[config.mk]
export PLATFORM = sky130hd
export DESIGN_NAME = axis_lane_packer
export DESIGN_NICKNAME = d
export VERILOG_FILES = /design/src/rtl/axis_lane_packer.sv
export SDC_FILE = /design/constraint.sdc
export NUM_CORES = 1
export LEC_CHECK = 0
export ABC_AREA = 0
export BUFFER_PORTS_ARGS = -buffer_cell sky130_fd_sc_hd__buf_2
export CAP_MARGIN = 20
export CORE_MARGIN = 2
export CORE_UTILIZATION = 40
export DETAILED_ROUTE_END_ITERATION = 12
export MAX_ROUTING_LAYER = met4
export PLACE_DENSITY = 0.64
export RECOVER_POWER = 50
export SKIP_LAST_GASP = 1
export SLEW_MARGIN = 10
export SYNTH_ARGS = -nofsm -noshare
export SYNTH_HDL_FRONTEND = slang
export SYNTH_SLANG_ARGS = --single-unit
export TNS_END_PERCENT = 100
[constraint.sdc]
create_clock -name clk -period 1.5 [get_ports clk]
set_input_delay 0.225 -clock clk [delete_from_list [all_inputs] [get_ports clk]]
set_output_delay 0.225 -clock clk [all_outputs]
set_load 0.01 [all_outputs]
[src/rtl/axis_lane_packer.sv]
// Packs KERNEL_SIZE narrow AXI-Stream lanes into one wide beat once every lane holds a word.
// Define AXIS_PACKER_TLAST_EN to add m_axis_tlast driven by a FRAME_BEATS-beat frame counter.
module axis_lane_packer #(
    parameter int unsigned KERNEL_SIZE = 3,
    parameter int unsigned DATA_WIDTH  = 8,
    parameter int unsigned FRAME_BEATS = 16
) (
    input  logic                              clk,
    input  logic                              rstn,
    input  logic [KERNEL_SIZE-1:0]            s_axis_tvalid,
    input  logic [KERNEL_SIZE*DATA_WIDTH-1:0] s_axis_tdata,
    output logic [KERNEL_SIZE-1:0]            s_axis_tready,
    output logic                              m_axis_tvalid,
    output logic [KERNEL_SIZE*DATA_WIDTH-1:0] m_axis_tdata,
    input  logic                              m_axis_tready
`ifdef AXIS_PACKER_TLAST_EN
    ,
    output logic                              m_axis_tlast
`endif
);

    localparam int unsigned W = KERNEL_SIZE * DATA_WIDTH;

    if (FRAME_BEATS < 1) begin : g_frame_beats_check
        $error("FRAME_BEATS must be >= 1");
    end

    logic [KERNEL_SIZE-1:0] lane_full_q, lane_full_d;
    logic [W-1:0]           lane_data_q, lane_data_d;
    logic                   out_valid_q, out_valid_d;
    logic [W-1:0]           out_data_q, out_data_d;

    logic                   all_full;
    logic                   out_free;
    logic                   pack;
    logic                   out_hs;
    logic [KERNEL_SIZE-1:0] lane_accept;

    assign all_full      = &lane_full_q;
    assign out_free      = ~out_valid_q | m_axis_tready;
    assign pack          = all_full & out_free;
    assign out_hs        = out_valid_q & m_axis_tready;
    assign s_axis_tready = ~lane_full_q | {KERNEL_SIZE{pack}};
    assign lane_accept   = s_axis_tvalid & s_axis_tready;

    // A lane emptied by pack may refill in the same cycle, so accept wins over the clear.
    always_comb begin
        lane_full_d = lane_full_q & ~{KERNEL_SIZE{pack}};
        lane_data_d = lane_data_q;
        for (int unsigned i = 0; i < KERNEL_SIZE; i++) begin
            if (lane_accept[i]) begin
                lane_full_d[i] = 1'b1;
                lane_data_d[i*DATA_WIDTH +: DATA_WIDTH] = s_axis_tdata[i*DATA_WIDTH +: DATA_WIDTH];
            end
        end
    end

    always_comb begin
        out_valid_d = out_valid_q & ~m_axis_tready;
        out_data_d  = out_data_q;
        if (pack) begin
            out_valid_d = 1'b1;
            out_data_d  = lane_data_q;
        end
    end

    always_ff @(posedge clk) begin
        if (!rstn) begin
            lane_full_q <= '0;
            lane_data_q <= '0;
            out_valid_q <= 1'b0;
            out_data_q  <= '0;
        end else begin
            lane_full_q <= lane_full_d;
            lane_data_q <= lane_data_d;
            out_valid_q <= out_valid_d;
            out_data_q  <= out_data_d;
        end
    end

    assign m_axis_tvalid = out_valid_q;
    assign m_axis_tdata  = out_data_q;

`ifdef AXIS_PACKER_TLAST_EN
    localparam int unsigned          CNT_W    = $clog2(FRAME_BEATS) + 1;
    localparam logic [CNT_W-1:0]     LAST_IDX = CNT_W'(FRAME_BEATS - 1);

    logic [CNT_W-1:0] beat_cnt_q, beat_cnt_d;
    logic [CNT_W-1:0] cnt_next;
    logic [CNT_W-1:0] pack_idx;
    logic             tlast_q, tlast_d;

    // The counter indexes the beat currently offered; a beat packed while another is
    // leaving takes the following index.
    always_comb begin
        cnt_next   = (beat_cnt_q == LAST_IDX) ? '0 : beat_cnt_q + 1'b1;
        beat_cnt_d = out_hs ? cnt_next : beat_cnt_q;
        pack_idx   = out_valid_q ? cnt_next : beat_cnt_q;
        tlast_d    = pack ? (pack_idx == LAST_IDX) : tlast_q;
    end

    always_ff @(posedge clk) begin
        if (!rstn) begin
            beat_cnt_q <= '0;
            tlast_q    <= 1'b0;
        end else begin
            beat_cnt_q <= beat_cnt_d;
            tlast_q    <= tlast_d;
        end
    end

    assign m_axis_tlast = tlast_q;
`endif

endmodule

# == Yosys cells after proc, flatten, opt, wreduce, memory -nomap -nowiden ==
# Index checks and enable logic that the tools add are counted.
# Widths: inputs -> output; s select.
# word_totals
out_inout_bits,28
input_bits,30
regBits,52
elab_cells,21
# classes
bitwise_logic,10
n_reduce_logical,1
n_mux,4
# op_table
operator,count
$and 3x3->3,2
$not 3->3,2
$mux 1,4
$or 3x3->3,1
$reduce_and 3->1,1
$and 1x1->1,2
$not 1->1,2
$or 1x1->1,1

# == Longest topological paths before layout ==
# Gate-level depths: netlist of run 1.
# logic_depth
word_depth,6
mapped_depth,5
mapped_depth_nobuf,3

# == Worst setup path before layout of run 1 ==
# OpenSTA, ideal clock, no wires.
# synth_timing
kind,register to register
from,reg out_valid_q (netlist: m_axis_tvalid)
to,reg out_data_q[10] (netlist: m_axis_tdata[10])
path_buffers,2
path_stages_with_launch,6
setup_ns,0.072
t_arrival_ns,1.297
path_slack_ns,0.131
path_cell_list,dfxtp_1 nor2b_1 buf_2 nor3_4 buf_6 mux2i_1
# synth_via
elab_chain_len,3
# synth_lines
element,line_no,source
start: declaration,30,"logic out_valid_q, out_valid_d;"
start signal: assignment,76,out_valid_q <= out_valid_d;
$not 1->1,40,assign out_free = ~out_valid_q | m_axis_tready;
$or 1x1->1,40,
$and 1x1->1,41,assign pack = all_full & out_free;
end signal: assignment,77,out_data_q <= out_data_d;
end: declaration,31,"logic [W-1:0] out_data_q, out_data_d;"
# Every way passes these cells.
# A chain may end at the register's enable or synchronous reset.

# == Final worst setup path of run 1 ==
# layout_timing
from,reg lane_full_q[1]
to,out s_axis_tready[1]
# layout_via
elab_chain_len,3
elab_cells_between_ends,4
classes_between,3 x bitwise; 1 x reduce/logical
# layout_lines
element,line_no,source
start: declaration,28,"logic [KERNEL_SIZE-1:0] lane_full_q, lane_full_d;"
start signal: assignment,74,lane_full_q <= lane_full_d;
$reduce_and 3->1,39,assign all_full = &lane_full_q;
$and 1x1->1,41,
$or 3x3->3 (*),43,assign s_axis_tready = ~lane_full_q | {KERNEL_SIZE{pack}};
end: declaration,12,"output logic [KERNEL_SIZE-1:0] s_axis_tready,"
# Every way passes the cells marked *; elsewhere a longest branch is shown, timed or not.

==> impl_metrics.toml, run 1 <==
[worst_setup_path]
cp_max_fo = 5
cp_cell_sequence = "and2_1 -> nand3_2 -> nand2_1 -> buf_2"
critPathCaptureType = "primary output"
crit_slowest_cell = "dfxtp_2"
slowest_delay_ns = 0.38
rr_startpoint = "lane_full_q[2]$_SDFF_PN0_"
r2r.worst_path.cells = 3
startpoint_type = "flop"
timing.critical_path.from = "lane_full_q[1]$_SDFF_PN0_"
crit_type = "flop to primary output"
cp.arrival_ns = 1.21
worstPathRequired_ns = 1.27

[layout]
fin_util_pct = 48.5
drive_above_1_share_pct = 17.2
final_nets = 401
diodes = 0
area_growth_pct = 19.2

[routing]
drt_pre_antenna_iters = 4
ant_nets = 0
dr_total_vias = 2556
drt_iter0_drc = 158
finalWirelength_mm = 6.53
viasPerCell = 5.65
avgRoutedWirePerCell_um = 14.5
drc = 0

[sta]
min_period_ns = 1.44
rsz0062_at_grt = "yes"
finalCritPeriodShare_pct = 95.9
hold_violations = 0
finClkSkew_ns = 0.00224
hold_ws_ns = 0.149
max_freq_ghz = 0.695
slew_headroom_pct = 67.3
drv_slew = 0
worstMarginPinSlew_ns = 0.490
setup_viol = 0

[die]
die_h_um = 86.5
std_cell_rows = 30
chipWidth_um = 86.5
pin_count = 58
start_util_pct = 40.7
die_area_sq_mm = 0.00748
design.core.area_sq_mm = 0.00668

[logic_synthesis]
synth-seq-area-share_pct = 38.3
yosysWarnings = 0
yosysTopAreaCell = "dfxtp_1"
syn_area_sq_mm = 0.00272
yosysUniqueCellTypes = 25
synth_area_leaders = "dfxtp_1, nand3_1, mux2i_1"
syn_inst = 327
ys_ff_latch = 52
avgSynthCellArea_sq_um = 8.32
synth_top_area_share_pct = 38.3
synth_nets = 357

[power]
power_density_mw_per_mm2 = 1010
p_leak_uw = 0.00131
ir_drop_uv = 446

[clock_network]
cts_buffers = 5
ctsLongestPathBuffers = 2
htreeDepth = 2
clock_latency_ns = 0.31
cts_tree = "done"
root_buffer = "clkbuf_8"
cts.clk_slew.worst_paths_ns = 0.10
cts_sinks = 52

[job]
max-cap-violations = 0

[placement]
dpl.hpwl_mm = 4.39
portBuffers = 57
gp_congestion = 0.822

[min_path]
hp-start = "s_axis_tdata[2]"
hold_class = "input port to flop"
holdPathStages = 3

[global_route]
grt_util_all_layers_pct = 18.8
grt_pass1_wl_mm = 11.0
grt_max_degree = 32
antenna_found_initial = 0
overflow = 0
first_global_vias = 2341

[outcome]
outcome = "complete, no violations"
[final cells by class]
cell class / instances / area [sq um]
Fill cell: 655 / 3440
Multi-Input combinational cell: 235 / 1520
Sequential cell: 52 / 1040
Timing Repair Buffer: 73 / 410
Tap cell: 80 / 100
Clock inverter: 3 / 90.1
Clock buffer: 5 / 68.8
Inverter: 4 / 15.0
[flip-flops by register name, summed over array words and instances, names as in the netlist]
register and flops:
lane_data_q 24, m_axis_tdata 24, lane_full_q 3, m_axis_tvalid 1
[metal layers]
layer | GRT usage, % | part of all wire [%] | up-vias
met2 | 28.6 | 45 | 54
met1 | 24.5 | 48 | 1200
met5 | - | 0 | -
met3 | 4.19 | 5.3 | 8
met4 | 6.68 | 1.7 | 0
li1 | - | - | 1294
[worst paths after layout]
check                                 endpoint  slack, ns
setup reg to reg  lane_data_q[10]$_SDFFE_PN0P_       0.09
hold reg to reg   m_axis_tdata[3]$_SDFFE_PN0P_       0.46
setup / recovery              s_axis_tready[1]       0.06
hold / removal     lane_data_q[2]$_SDFFE_PN0P_       0.15
[where the power goes]
group | internal [uW] | switching, uW
Combinational | 177 | 250
Sequential | 1460 | 61.7
Clock | 834 | 486
Total | 2470 | 798
[metrics by stage]
stage	instance area, sq um	total power (uW)	worst slack [ns]	std cells	TNS, ns
finish	3240	3270	0.0613	452	0
global route	3240	3390	-0.0382	452	-0.389
CTS	3270	3300	0.000278	452	0
detailed placement	3110	1980	0.140	444	0
global placement	3110	1970	0.190	444	0
floorplan	2720	1810	0.131	327	0
[kinds of logic (layout without fill, tap and decap cells)]
logic type             count (synthesis)  in the layout  synth area share, %
and+or+nand+nor                      158            158                 31.9
muxes                                 24             24                 8.83
DFF                                   52             52                 38.3
buffers and inverters                 40             85                 6.49
AOI/OAI and AO/OA                     53             53                 14.5
[what timing repair did]
item,in CTS,in global routing
hold buffers,0,0
setup buffers,0,0
endpoints found under the setup margin,3,17
resized for setup,3,2
[worst max-delay path, delay by kind of cell, from the launching register on]
| family | cells | cell delay [ns] |
|---|---|---|
| buf+inv | 1 | 0.13 |
| flops | 1 | 0.38 |
| simple gates | 3 | 0.40 |
[placed cells by master (no fill, tap or decap)]
master     Yosys  routed
o21ai_1        0       1
and3b_1       24      24
a31oi_1       24      24
a21oi_1        1       1
a31o_2         2       2
a21boi_0       1       1
mux2i_1       24      24
buf_2          8      31
dfxtp_2        0       2
nand2_1       52      52
and3_1         8       8
nor2b_1        2       1
dfxtp_1       52      50
nand3_2        0       1
clkbuf_8       0       5
buf_12         0       3
clkbuf_1      24      26
buf_4          0      13
or3_1         16      16
inv_1          3       3
nand2b_1       1       1
nand3_1       49      48
and2_1         4       4
nor2b_4        0       1
nor3_4         1       1
nand2_2        1       1
inv_2          1       1
bufinv_16      0       3
o2111ai_1     24      24
[synth_stat cells]
cell and n:
dfxtp_1 52, nand2_1 52, nand3_1 49, a31oi_1 24, and3b_1 24, clkbuf_1 24
mux2i_1 24, o2111ai_1 24, or3_1 16, and3_1 8, buf_2 8, and2_1 4
inv_1 3, a31o_2 2, buf_6 2, nor2b_1 2, a21boi_0 1, a21oi_1 1
buf_1 1, clkbuf_2 1, inv_2 1, nand2_2 1, nand2b_1 1, nor3_4 1
o21ai_0 1
Power figures use the tool's default switching activity.
==> inputs of run 2 (changes only) <==
--- a/config.mk
+++ b/config.mk
@@ -12,7 +12,7 @@
 export CORE_UTILIZATION = 40
 export DETAILED_ROUTE_END_ITERATION = 12
 export MAX_ROUTING_LAYER = met4
-export PLACE_DENSITY = 0.64
+export PLACE_DENSITY = 0.7
 export RECOVER_POWER = 50
 export SKIP_LAST_GASP = 1
 export SLEW_MARGIN = 10
==> impl_metrics.toml, run 2 (same netlist as run 1, synthesis figures left out) <==
[outcome]
outcome = "complete, no violations"

[sta]
fin_tns_setup_ns = 0
hold_violations = 0
finalCritPeriodShare_pct = 97.1
rsz0062_at_grt = "yes"
setup_viol = 0
drv_slew = 0
min_period_ns = 1.46
worstMarginPinSlew_ns = 0.448
finClkSkew_ns = 0.00403
slew_headroom_pct = 70.1
max_freq_ghz = 0.686

[routing]
drc = 0
drt_iter0_drc = 251
viasPerCell = 5.77
ant_nets = 0
finalWirelength_mm = 6.57
avgRoutedWirePerCell_um = 14.5
drt_pre_antenna_iters = 4
dr_total_vias = 2619

[worst_setup_path]
slowest_delay_ns = 0.39
cp.arrival_ns = 1.23
critical-path-top-delay-family = "simple AND/OR/NAND/NOR gates"
cp_cell_sequence = "and2_0 -> nand3_2 -> nand2_1 -> buf_2"
crit_slowest_cell = "dfxtp_2"
cp_max_fo = 5
startpoint_type = "flop"
path_buf_inv = 1
crit_type = "flop to primary output"
critPathCaptureType = "primary output"
worstPathRequired_ns = 1.27

[layout]
final_cell_mix = "nand2_1, dfxtp_1, nand3_1, buf_2, clkbuf_1"
drive_above_1_share_pct = 18.2
area.sequential_sq_mm = 0.00104
final_nets = 404
fillers = 675
area_growth_pct = 17.3
finalNonFillerCells = 454
diodes = 0
fin_util_pct = 47.8
multi_input_area_sq_mm = 0.00152

[global_route]
antenna_found_initial = 0
grt_max_degree = 33
first_global_vias = 2323
grt_pass1_wl_mm = 10.9
grt_util_all_layers_pct = 18.2
overflow = 0

[clock_network]
cts_setup_buffers = 0
root_buffer = "clkbuf_8"
ctsLongestPathBuffers = 2
htreeDepth = 2
cts_tree = "done"
clock_latency_ns = 0.30
cts.clk_slew.worst_paths_ns = 0.09
cts_sinks = 52
cts_buffers = 5
hold_buffers = 0

[placement]
portBuffers = 57
dpl.hpwl_mm = 4.52
dp.cells = 447
gp_congestion = 0.800

[min_path]
hold_class = "input port to flop"

[die]
std_cell_rows = 30
design.core.area_sq_mm = 0.00668
start_util_pct = 40.7
chipWidth_um = 86.5
die_h_um = 86.5
die_area_sq_mm = 0.00748
pin_count = 58

[power]
ir_drop_uv = 348
power_uw = 2720
p_leak_uw = 0.00129
power_density_mw_per_mm2 = 851

[job]
max-cap-violations = 0
-- run 2: cell types whose count changed in the layout (fill, tap and decap cells not counted) --
cell / change
bufinv_16: -3
buf_2: +1
nand2_2: +2
and2_0: +1
clkinv_2: +1
and2_1: -1
buf_4: +3
nand2_1: -2
-- run 2: final timing paths --
kind / startpoint / slack [ns] / endpoint / cells after the start
min reg2reg: m_axis_tdata[9]$_SDFFE_PN0P_ / 0.46 / m_axis_tdata[9]$_SDFFE_PN0P_ / 2
max: lane_full_q[1]$_SDFF_PN0_ / 0.04 / s_axis_tready[0] / 4
min: s_axis_tdata[22] / 0.16 / lane_data_q[22]$_SDFFE_PN0P_ / 3
max reg2reg: lane_full_q[2]$_SDFF_PN0_ / 0.19 / lane_data_q[7]$_SDFFE_PN0P_ / 4
-- run 2: worst register-to-register path: stages (launching register included) --
cell and delay (ns):
dfxtp_1 0.37, buf_4 0.19, nand2_2 0.20, or3_1 0.41
nand3_1 0.09
-- run 2: area by class of cell --
cell class,instances,area share [%]
clock inverter,1,0.157
clock buffer,6,2.27
tap,80,3.14
inverter,4,0.471
sequential,52,32.7
multi-input combinational,235,47.6
timing repair buffer,76,13.6
-- run 2: through the flow --
step | instance area, sq um | hold slack [ns] | worst slack (ns)
floorplan | 2720 | 0.369 | 0.131
global placement | 3130 | 0.441 | 0.131
detailed placement | 3130 | 0.445 | 0.0588
CTS | 3210 | 0.149 | 0.00631
global route | 3190 | 0.154 | -0.0232
finish | 3190 | 0.157 | 0.0432
-- run 2: report_power, final --
| group | internal [uW] | total (uW) | switching, uW |
|---|---|---|---|
| sequential | 1460 | 1520 | 60.0 |
| clock | 319 | 760 | 441 |
| combinational | 182 | 437 | 255 |
| total | 1960 | 2720 | 756 |
-- run 2: what timing repair did --
| item | in CTS | in global routing |
|---|---|---|
| resized for setup | 3 | 4 |
| endpoints found under the setup margin | 3 | 19 |
| gates cloned | 0 | 0 |
-- run 2: per-layer routing --
layer  vias up  GRT usage, %  routed length, um
li1       1302             -                  -
met1      1234          24.3               3040
met2        70          27.3               3080
met3        13          3.43                313
met4         0          7.24                139
met5         -             -                  0
==> inputs of run 3 (changes only) <==
--- a/config.mk
+++ b/config.mk
@@ -8,11 +8,14 @@
 export ABC_AREA = 0
 export BUFFER_PORTS_ARGS = -buffer_cell sky130_fd_sc_hd__buf_2
 export CAP_MARGIN = 20
+export CELL_PAD_IN_SITES_DETAIL_PLACEMENT = 1
+export CELL_PAD_IN_SITES_GLOBAL_PLACEMENT = 2
+export CORE_ASPECT_RATIO = 0.75
 export CORE_MARGIN = 2
-export CORE_UTILIZATION = 40
+export CORE_UTILIZATION = 32
 export DETAILED_ROUTE_END_ITERATION = 12
 export MAX_ROUTING_LAYER = met4
-export PLACE_DENSITY = 0.7
+export PLACE_DENSITY = 0.88
 export RECOVER_POWER = 50
 export SKIP_LAST_GASP = 1
 export SLEW_MARGIN = 10
==> impl_metrics.toml, run 3 (same netlist as run 1, synthesis figures left out) <==
[routing]
finalWirelength_mm = 7.82
ant_nets = 0
drt_pre_antenna_iters = 4
dr_total_vias = 2648
viasPerCell = 5.51
drt_iter0_drc = 129
avgRoutedWirePerCell_um = 16.2
drc = 0

[worst_setup_path]
crit_slowest_cell = "dfxtp_2"
critical-path-top-delay-family = "simple AND/OR/NAND/NOR gates"
startpoint_type = "flop"
cp_max_fo = 5
slowest_delay_ns = 0.38
cp.arrival_ns = 1.22
critPathCaptureType = "primary output"
cp_cell_sequence = "and2_4 -> nand3_2 -> nand2_1 -> buf_2"
path_buf_inv = 1
worstPathRequired_ns = 1.27
crit_type = "flop to primary output"

[placement]
gp_congestion = 0.801
portBuffers = 57
place_area_sq_mm = 0.00315
pre_cts_ws_ns = 0.102
dpl.hpwl_mm = 5.31

[global_route]
grt_util_all_layers_pct = 17.7
overflow = 0
antenna_found_initial = 0
grt_pass1_wl_mm = 13.3
first_global_vias = 2698
grt_max_degree = 35

[sta]
finClkSkew_ns = 0.00382
max_freq_ghz = 0.693
finalWorstSetupSlack_ns = 0.0566
finalCritPeriodShare_pct = 96.2
setup_viol = 0
slew_headroom_pct = 64.2
min_period_ns = 1.44
drv_slew = 0
hold_violations = 0
rsz0062_at_grt = "no"
worstMarginPinSlew_ns = 0.536
fin_tns_setup_ns = 0

[clock_network]
cts.clk_slew.worst_paths_ns = 0.07
cts_buffers = 5
hold_buffers = 0
ctsLongestPathBuffers = 2
cts_sinks = 52
htreeDepth = 2
cts_tree = "done"
root_buffer = "clkbuf_16"
clock_latency_ns = 0.29

[die]
design.core.area_sq_mm = 0.00835
die_h_um = 83.8
pin_count = 58
start_util_pct = 32.6
std_cell_rows = 29
chipWidth_um = 110
die_area_sq_mm = 0.00926

[layout]
final_cell_mix = "nand2_1, dfxtp_1, nand3_1, buf_2, clkbuf_1"
layout_commonest_cell = "nand2_1"
final_nets = 402
diodes = 0
area_growth_pct = 21.1
final_area_sq_mm = 0.00329
drive_above_1_share_pct = 17.7
fin_util_pct = 39.5

[min_path]
hold_class = "input port to flop"

[power]
p_leak_uw = 0.00132
ir_drop_uv = 474
power_uw = 3280
power_density_mw_per_mm2 = 996

[outcome]
outcome = "complete, no violations"

[job]
max-cap-violations = 0
-- run 3: changes by cell type in the layout (fill, tap and decap cells not counted), moves of 2 or more --
cell and delta:
clkbuf_16 +5, clkbuf_8 -5, nand2_1 +2, buf_4 -3, nand2_2 -2
-- run 3: final timing paths --
path                                      from                            to  slack [ns]  cells after the start
hold reg to reg   m_axis_tdata[9]$_SDFFE_PN0P_  m_axis_tdata[9]$_SDFFE_PN0P_        0.46                      2
setup reg to reg     lane_full_q[2]$_SDFF_PN0_  lane_data_q[10]$_SDFFE_PN0P_        0.16                      3
setup / recovery     lane_full_q[1]$_SDFF_PN0_              s_axis_tready[1]        0.06                      4
hold / removal                s_axis_tdata[18]  lane_data_q[18]$_SDFFE_PN0P_        0.18                      3
-- run 3: through the flow --
step	hold slack, ns	std cells
floorplan	0.369	327
global placement	0.440	473
detailed placement	0.446	473
CTS	0.176	481
global route	0.185	481
finish	0.177	481
-- run 3: layout make-up --
cell class              instances  area [sq um]
clock buffers                   6           129
clock inverters                 2          35.0
fillers                      1005          5050
inverters                       4          15.0
multi-input cells             235          1520
flip-flops and latches         52          1040
well taps                     108           135
repair buffers                 74           418
-- run 3: report_power, final --
| part | internal, uW | switching (uW) | leakage [uW] |
|---|---|---|---|
| combinational | 183 | 267 | 0.000814 |
| clock | 786 | 520 | 0.0000808 |
| sequential | 1460 | 65.6 | 0.000425 |
-- run 3: repair_timing --
item | CTS | global route
buffers inserted | 0 | 0
endpoints found under the setup margin | 3 | 9
gates resized for setup | 3 | 4
pin swaps | 0 | 0
-- run 3: layer usage --
metal	track usage (%)	vias to the layer above	wire length (um)
met3	3.34	10	337
met1	23.8	1272	3950
met2	26.8	68	3420
met5	-	-	0
met4	5.80	0	104
li1	-	1298	-
-- run 3: worst reg2reg max path, delay by kind of cell, from the launching register on --
| family | cells | cell delay (ns) |
|---|---|---|
| AND/OR/NAND/NOR | 3 | 0.90 |
| flip-flops | 1 | 0.38 |
